[config.mk]
export PLATFORM = sky130hd
export DESIGN_NAME = spi_rx_deser
export DESIGN_NICKNAME = d
export VERILOG_FILES = /design/src/rtl/spi_rx_deser.sv
export SDC_FILE = /design/constraint.sdc
export NUM_CORES = 1
export LEC_CHECK = 0
export CAP_MARGIN = 20
export CORE_ASPECT_RATIO = 1.1
export CORE_MARGIN = 2
export CORE_UTILIZATION = 43
export DETAILED_ROUTE_END_ITERATION = 10
export PLACE_DENSITY = 0.77
export SETUP_SLACK_MARGIN = 0.2
export SKIP_CTS_REPAIR_TIMING = 1
export SLEW_MARGIN = 25
export SYNTH_ARGS = -nofsm -noshare
export SYNTH_HDL_FRONTEND = slang
export SYNTH_SLANG_ARGS = --single-unit
[constraint.sdc]
create_clock -name clk -period 2.1 [get_ports clk]
set_input_delay 0.63 -clock clk [delete_from_list [all_inputs] [get_ports clk]]
set_output_delay 0.63 -clock clk [all_outputs]
set_load 0.01 [all_outputs]
[src/rtl/spi_rx_deser.sv]
// SPI mode-0 slave receiver: oversampled pins, MSB-first word assembly, valid/ready holding register.
// Optional build macro SPI_RX_DC_EN adds a dc pin captured with the last bit of each word.
`timescale 1ns/1ps
module spi_rx_deser #(
  parameter int DATA_W      = 8,
  parameter int SYNC_STAGES = 2
) (
  input  logic              clk,
  input  logic              rst,
  input  logic              sclk,
  input  logic              cs_n,
  input  logic              mosi,
`ifdef SPI_RX_DC_EN
  input  logic              dc,
  output logic              rx_dc,
`endif
  output logic [DATA_W-1:0] rx_data,
  output logic              rx_valid,
  input  logic              rx_ready,
  output logic              rx_busy,
  output logic              overrun,
  input  logic              ovr_clr
);

  localparam int CNT_W = (DATA_W > 2) ? $clog2(DATA_W) : 1;

  typedef enum logic {IDLE, SHIFT} state_t;

  logic [SYNC_STAGES-1:0] sclk_sync_p0;
  logic [SYNC_STAGES-1:0] cs_sync_p0;
  logic [SYNC_STAGES-1:0] mosi_sync_p0;
  logic                   sclk_d_p1;
  logic                   sclk_s, cs_s, mosi_s, sclk_rise;

  state_t                 state_q, state_d;
  logic                   sample_en;
  logic [CNT_W-1:0]       cnt_p1;
  logic [DATA_W-1:0]      shift_p1;
  logic                   vld_p2;
  logic                   last_bit, consume, load;

  // Stage p0: pin synchronizers (idle values sclk=0, cs_n=1, mosi=0)
  always_ff @(posedge clk or negedge rst) begin
    if (!rst) begin
      sclk_sync_p0 <= '0;
      cs_sync_p0   <= '1;
      mosi_sync_p0 <= '0;
    end else begin
      sclk_sync_p0 <= {sclk_sync_p0[SYNC_STAGES-2:0], sclk};
      cs_sync_p0   <= {cs_sync_p0[SYNC_STAGES-2:0], cs_n};
      mosi_sync_p0 <= {mosi_sync_p0[SYNC_STAGES-2:0], mosi};
    end
  end

  assign sclk_s    = sclk_sync_p0[SYNC_STAGES-1];
  assign cs_s      = cs_sync_p0[SYNC_STAGES-1];
  assign mosi_s    = mosi_sync_p0[SYNC_STAGES-1];
  assign sclk_rise = sclk_s & ~sclk_d_p1;

  always_ff @(posedge clk or negedge rst) begin
    if (!rst) sclk_d_p1 <= 1'b0;
    else      sclk_d_p1 <= sclk_s;
  end

  always_ff @(posedge clk or negedge rst) begin
    if (!rst) state_q <= IDLE;
    else      state_q <= state_d;
  end

  always_comb begin
    state_d = state_q;
    case (state_q)
      IDLE:    if (!cs_s) state_d = SHIFT;
      SHIFT:   if (cs_s)  state_d = IDLE;
      default: state_d = IDLE;
    endcase
  end

  // A sample is refused on the cycle cs_n is seen high, even before the state leaves SHIFT
  always_comb begin
    rx_busy   = 1'b0;
    sample_en = 1'b0;
    if (state_q == SHIFT) begin
      rx_busy   = 1'b1;
      sample_en = sclk_rise & ~cs_s;
    end
  end

  assign last_bit = (cnt_p1 == CNT_W'(DATA_W - 1));

  // Stage p1: shift register and bit counter; p2 flags a completed word
  always_ff @(posedge clk or negedge rst) begin
    if (!rst) begin
      cnt_p1   <= '0;
      shift_p1 <= '0;
      vld_p2   <= 1'b0;
    end else begin
      vld_p2 <= sample_en & last_bit;
      if (state_q != SHIFT || cs_s) begin
        cnt_p1 <= '0;
      end else if (sample_en) begin
        cnt_p1   <= last_bit ? '0 : cnt_p1 + CNT_W'(1);
        shift_p1 <= {shift_p1[DATA_W-2:0], mosi_s};
      end
    end
  end

  assign consume = rx_valid & rx_ready;
  assign load    = vld_p2 & (~rx_valid | rx_ready);

  // Stage p3: holding register with handshake and sticky overrun
  always_ff @(posedge clk or negedge rst) begin
    if (!rst) begin
      rx_data  <= '0;
      rx_valid <= 1'b0;
      overrun  <= 1'b0;
    end else begin
      if (load) begin
        rx_data  <= shift_p1;
        rx_valid <= 1'b1;
      end else if (consume) begin
        rx_valid <= 1'b0;
      end
      if (vld_p2 && rx_valid && !rx_ready) overrun <= 1'b1;
      else if (ovr_clr)                    overrun <= 1'b0;
    end
  end

`ifdef SPI_RX_DC_EN
  logic [SYNC_STAGES-1:0] dc_sync_p0;
  logic                   dc_word_p2;

  always_ff @(posedge clk or negedge rst) begin
    if (!rst) begin
      dc_sync_p0 <= '0;
      dc_word_p2 <= 1'b0;
      rx_dc      <= 1'b0;
    end else begin
      dc_sync_p0 <= {dc_sync_p0[SYNC_STAGES-2:0], dc};
      if (sample_en && last_bit) dc_word_p2 <= dc_sync_p0[SYNC_STAGES-1];
      if (load)                  rx_dc      <= dc_word_p2;
    end
  end
`endif

endmodule

==> results of run 1 <==
==> worst paths after layout <==
kind	cells past startpoint	start	endpoint
setup / recovery	1	rx_valid	rx_valid
hold / removal	0	sclk_sync_p0[0]	sclk_sync_p0[1]
setup reg to reg	3	sclk_d_p1	shift_p1[7]
hold reg to reg	0	sclk_sync_p0[0]	sclk_sync_p0[1]
max in group asynchronous	2	rst	cs_sync_p0[1]
min in group asynchronous	2	rst	cnt_p1[1]
==> layer usage <==
metal / GRT usage / share of wire
met3: 0.0644 / 0.059
met4: 0.0769 / 0.020
met1: 0.160 / 0.45
met5: 0 / 0
met2: 0.184 / 0.47
==> flip-flops by register name, summed over array words and instances, names as in the netlist <==
register and count:
rx_valid 1, shift_p1 8, mosi_sync_p0 2, cnt_p1 3
vld_p2 1, overrun 1, cs_sync_p0 2, sclk_d_p1 1
state_q 1, sclk_sync_p0 2, rx_data 8
==> cell usage after synthesis, drive strengths merged <==
cell type,instances
nand2b,3
mux2i,3
and2,1
nand2,2
dfstp,2
ha,2
inv,3
dfrtp,28
nor2,5
o22ai,1
buf,1
mux2,16
==> cell type report <==
class / instances / area share
Inverter: 3 / 0.00807
Multi-Input combinational cell: 33 / 0.257
Tap cell: 31 / 0.0278
Clock buffer: 8 / 0.0350
Timing Repair Buffer: 18 / 0.133
Sequential cell: 30 / 0.540
==> stage by stage <==
step            util  hold WS, ns  total power [mW]  area [um^2]
5_1_grt        0.559        0.359              1.12         1400
2_1_floorplan      -        0.331             0.731         1130
3_3_place_gp   0.536        0.333             0.765         1340
3_5_place_dp   0.536        0.335             0.769         1340
6_report       0.559        0.351              1.06         1400
4_1_cts        0.556        0.353              1.08         1390
==> power breakdown <==
group	switching [mW]	total (mW)	internal (mW)
clock network	0.167	0.300	0.133
registers	0.0337	0.658	0.624
logic	0.0307	0.0993	0.0686
==> layout by cell type (no fill, tap or decap) <==
master           count
dfrtp_1             28
clkdlybuf4s50_1     14
mux2_4               8
mux2_2               8
clkbuf_4             5
nor2_1               4
inv_1                3
mux2i_1              3
clkbuf_1             3
dlymetal6s2s_1       3
nand2b_4             2
ha_1                 2
dfstp_2              2
nor2_8               1
and2_2               1
nand2b_1             1
nand2_2              1
o22ai_1              1
nand2_1              1
buf_4                1
==> kinds of logic after synthesis <==
logic type               share of synthesized area
flip-flops                                   0.664
adder cells (fa/ha/maj)                     0.0221
AND/OR/NAND/NOR                             0.0762
multiplexers                                 0.212
buffers and inverters                       0.0199
AO/OA/AOI/OAI                              0.00552
==> summary.md, run 1 <==
| Metric | Value |
|---|---|
| Tmin final | between 1.5 and 2 ns |
| Initial antenna violation count | 0 |
| Area leader, netlist | dfrtp_1 |
| Area delta synth->final | 23.1% |
| Total of max-cap violations | 0 |
| DR vias/cell | between 4 and 5 |
| Warnings, synthesis | 0 |
| Cells along the critical path | clkdlybuf4s50_1 |
| Clk_skew | 0.00576 ns |
| CP Capture Type | primary output |
| Global Route Usage Sum | 0.130 |
| Synth Cell Area | 1130 um^2 |
| Layout cells sized above 1 | 0.315 |
| Fillers | roughly 200 |
| Setup TNS | 0 ns |
| Cell Count, Final, Fillers Out | approximately 120 |
| Sequential area share after synthesis | 0.664 |
| Peak supply drop | roughly 0.51 mV |
| DP HPWL | between 1000 and 1500 um |
| Die ar. | 3060 um^2 |
| Starting Density | 0.454 |
| Final wirelength | between 1500 and 2000 um |
| Critical path data required time | between 1 and 1.5 ns |
| Largest net degree at the start of global routing | 31 |
| DP Worst Slack | approximately 0.18 ns |
| Final ANT Viol Nets | 0 |
| Synthesized netlist cell count | 67 |
| CTS tree | done |
| Starting DRT DRC Count | 5 |
| Ranking of synthesized cells by area | dfrtp_1 (62%), mux2_4 (11%), mux2_2 (7.9%) |
| Routability Congestion | between 0.6 and 0.7 |
| Worst setup margin | 0.271 ns |
| Fmax | approximately 550 MHz |
| Total grt overflow | 0 |
| Drt drc | 0 |
| CTS HTree Levels | 2 |
| Final period util | 0.871 |
| Wire length per cell | about 13 um |
| Synth cell types | 16 |
| Leakage | 0.737 nW |
| Max stage delay on crit path | 0.53 ns |
| RSZ-0062 raised after global routing | no |
| Cell Pwr Density | 758 nW/um^2 |
| Slew headroom | 0.765 |
| Worst path top cell family by delay | buffers and inverters |
| Cell count after placement | about 120 |
| Clock sink total | 30 |
| Number of port buffers | 17 |
| Antenna Cells | 0 |
| Clock-pin transition on the worst setup and hold timing paths | 0.08 ns |
| Vias | about 590 |
| Yosys top cell area share | 0.618 |
| Post-synthesis register bit count | 30 |
| Vias in the first global route | 570 |
| Area of the multi-input gates | between 300 and 400 um^2 |
| Row cnt | 19 |
| Die height | just under 60 um |
| Worst-margin pin slew | between 0.3 and 0.4 ns |
| Syn avg cell area | around 17 um^2 |
| Layout Nets | 100 |
| CP max FO | 2 |
| Slack of the worst reg-to-reg path | 0.87 ns |
| Die width | ~53 um |
| Pins over their slew limit | 0 |
| Storage element area | approximately 750 um^2 |
| Drt pass-1 iters | 3 |
| CP arrival | ~1.2 ns |
| Inserted Clock Buffers | 5 |
| Clock Tree Root | clkbuf_4 |
| Status | finished, final reports clean |
| Slowest-stage cell, CP | clkdlybuf4s50_1 |
| Worst path bufs/invs | 1 |
| Clock Latency Late Sink | 0.31 ns |
| Syn nets | between 70 and 80 |
| Setup CP Type | reg -> out |
| CORE AREA | 2500 um^2 |
| Number of setup violations in the final report | 0 |
| IO Count | 18 |
| First-pass GRT wire length | about 2700 um |
| Worst-case clock buffer depth | 2 |
| Final Hold Fails | 0 |
| Hold Crit Class | reg -> reg |
| Startpoint types | register |
Note: power is estimated with default switching activity, not from simulation.
==> run 2: changes to the inputs <==
CORE_MARGIN = default   (was 2)
SETUP_SLACK_MARGIN = 0.3   (was 0.2)
clock period = 1.8 ns   (was 2.1 ns; I/O delays follow)
==> run 2 against run 1 <==
Cell count did not move. Count of clock-buffer cells in the layout is 1 lower. Die area down 7.1%. Sequential power rose by 16%. Critical path type unchanged. Flip-flop and latch count unchanged. Via count decreased by 1.4%. Clock skew increased by 0.0021 ns. Highest routed layer unchanged.
==> summary.md, run 2 (same netlist as run 1, synthesis figures left out) <==
| Metric | Value |
|---|---|
| Commonest non-fill, non-tap cell in the layout | dfrtp_1 |
| Hold Crit Class | reg -> reg |
| Fillers | 195 |
| Fmax | between 600 and 700 MHz |
| Total grt overflow | 0 |
| DP HPWL | 968 um |
| Worst r2r src | sclk_d_p1 |
| Initial antenna violation count | 0 |
| Worst path bufs/invs | 1 |
| Final Hold Fails | 0 |
| Slack of the worst reg-to-reg path | ~0.59 ns |
| Hold EP | mosi_sync_p0[1] |
| CORE AREA | 2500 um^2 |
| IO Count | 18 |
| Clock-pin transition on the worst setup and hold timing paths | roughly 0.090 ns |
| Global Route Usage Sum | 0.134 |
| Status | finished, final reports clean |
| Antenna Cells | 0 |
| DP Worst Slack | -0.0182 ns |
| Tmin final | 1.44 ns |
| RSZ-0062 raised after global routing | yes |
| HP Start | mosi_sync_p0[0] |
| Pins over their slew limit | 0 |
| Layout Nets | 100 |
| Vias | 579 |
| Clk_skew | 0.00784 ns |
| Drt drc | 0 |
| Inserted Clock Buffers | 5 |
| Clock Tree Root | clkbuf_4 |
| DR vias/cell | between 4 and 5 |
| Cells along the critical path | dlymetal6s2s_1 |
| Starting Density | 0.454 |
| CTS tree | done |
| Final ANT Viol Nets | 0 |
| Slowest-stage cell, CP | dfrtp_1 |
| Setup CP Type | reg -> out |
| CTS HTree Levels | 2 |
| Setup TNS | 0 ns |
| Worst-margin pin slew | around 0.35 ns |
| Die ar. | approximately 2800 um^2 |
| Largest net degree at the start of global routing | 31 |
| CP max FO | 2 |
| Worst-case clock buffer depth | 2 |
| First-pass GRT wire length | 2590 um |
| Area delta synth->final | 26.3% |
| Reg2reg end | shift_p1[6] |
| Layout Utilization | 0.573 |
| Final wirelength | 1510 um |
| CP Capture Type | primary output |
| Worst setup margin | 0.357 ns |
| Number of port buffers | 17 |
| Slew headroom | 0.764 |
| Number of setup violations in the final report | 0 |
| Final period util | 0.802 |
| Commonest cells after routing, fill and taps aside | dfrtp_1 (28), dlymetal6s2s_1 (11), mux2_4 (8), mux2_2 (8), clkdlybuf4s50_1 (6) |
| Cell Pwr Density | between 800 and 900 nW/um^2 |
| Die height | 55.9 um |
| Startpoint types | register |
| Total of max-cap violations | 0 |
| Leakage | ~0.90 nW |
| Worst path top cell family by delay | flip-flops |
| Vias in the first global route | a little over 600 |
| Die width | 51.0 um |
| Worst r2r path cells | 3 |
| Final hold slack | about 0.35 ns |
| Clock sink total | 30 |
| Drt pass-1 iters | 3 |
| CP arrival | roughly 0.9 ns |
| Layout cells sized above 1 | 0.337 |
| Max stage delay on crit path | 0.41 ns |
| Critical path data required time | roughly 1.3 ns |
| Wire length per cell | around 12 um |
| Clock Latency Late Sink | between 0.3 and 0.4 ns |
| Row cnt | 19 |
| Starting DRT DRC Count | 5 |
| Worst hold path depth | 0 |
| Routability Congestion | 0.633 |
| Top flop regs | rx_data (8), shift_p1 (8), cnt_p1 (3) |
| Peak supply drop | ~0.71 mV |
-- run 2: cell count changes in the layout (fill, tap and decap cells not counted) --
cell / change
clkdlybuf4s50_1: -8
dlymetal6s2s_1: +8
clkbuf_1: -2
clkbuf_8: +1
clkinv_2: +1
nand2_2: -1
nand2_4: +1
-- run 2: cell type report --
class	count	area, um^2	share of cell area
Inverter	3	11.3	0.00787
Timing Repair Buffer	18	205	0.143
Clock inverter	1	5.00	0.00350
Sequential cell	30	753	0.526
Multi-Input combinational cell	33	363	0.253
Tap cell	31	38.8	0.0271
Clock buffer	7	55.1	0.0385
-- run 2: worst max path at each step --
stage                            end  slack, ns      from  cells after the start
after detailed placement  rx_data[3]      -0.02  rx_ready                      4
after global placement    rx_data[2]      0.001  rx_ready                      4
final                        rx_busy       0.36   state_q                      1
after floorplan           rx_data[0]       0.48  rx_ready                      3
after global routing         rx_busy       0.29   state_q                      1
after CTS                    rx_busy      -0.02   state_q                      1
-- run 2: routing by layer --
metal / up-vias / track usage / wire length, um
met5: - / 0 / 0
met3: 5 / 0.0656 / 87
met4: 0 / 0.107 / 61
met1: 285 / 0.147 / 649
li1: 272 / - / -
met2: 17 / 0.194 / 713
-- run 2: power breakdown --
part	switching [mW]	leakage (nW)	internal [mW]	total, mW
clock	0.215	0.0353	0.189	0.403
combinational	0.0346	0.470	0.0800	0.115
sequential	0.0379	0.391	0.728	0.766
-- run 2: stage by stage --
| stage | power, mW | cell area [um^2] | instances |
|---|---|---|---|
| 4_1_cts | 1.31 | 1400 | 123 |
| 3_5_place_dp | 0.897 | 1340 | 115 |
| 5_1_grt | 1.35 | 1430 | 123 |
| 2_1_floorplan | 0.852 | 1130 | 67 |
| 3_3_place_gp | 0.892 | 1340 | 115 |
| 6_report | 1.28 | 1430 | 123 |
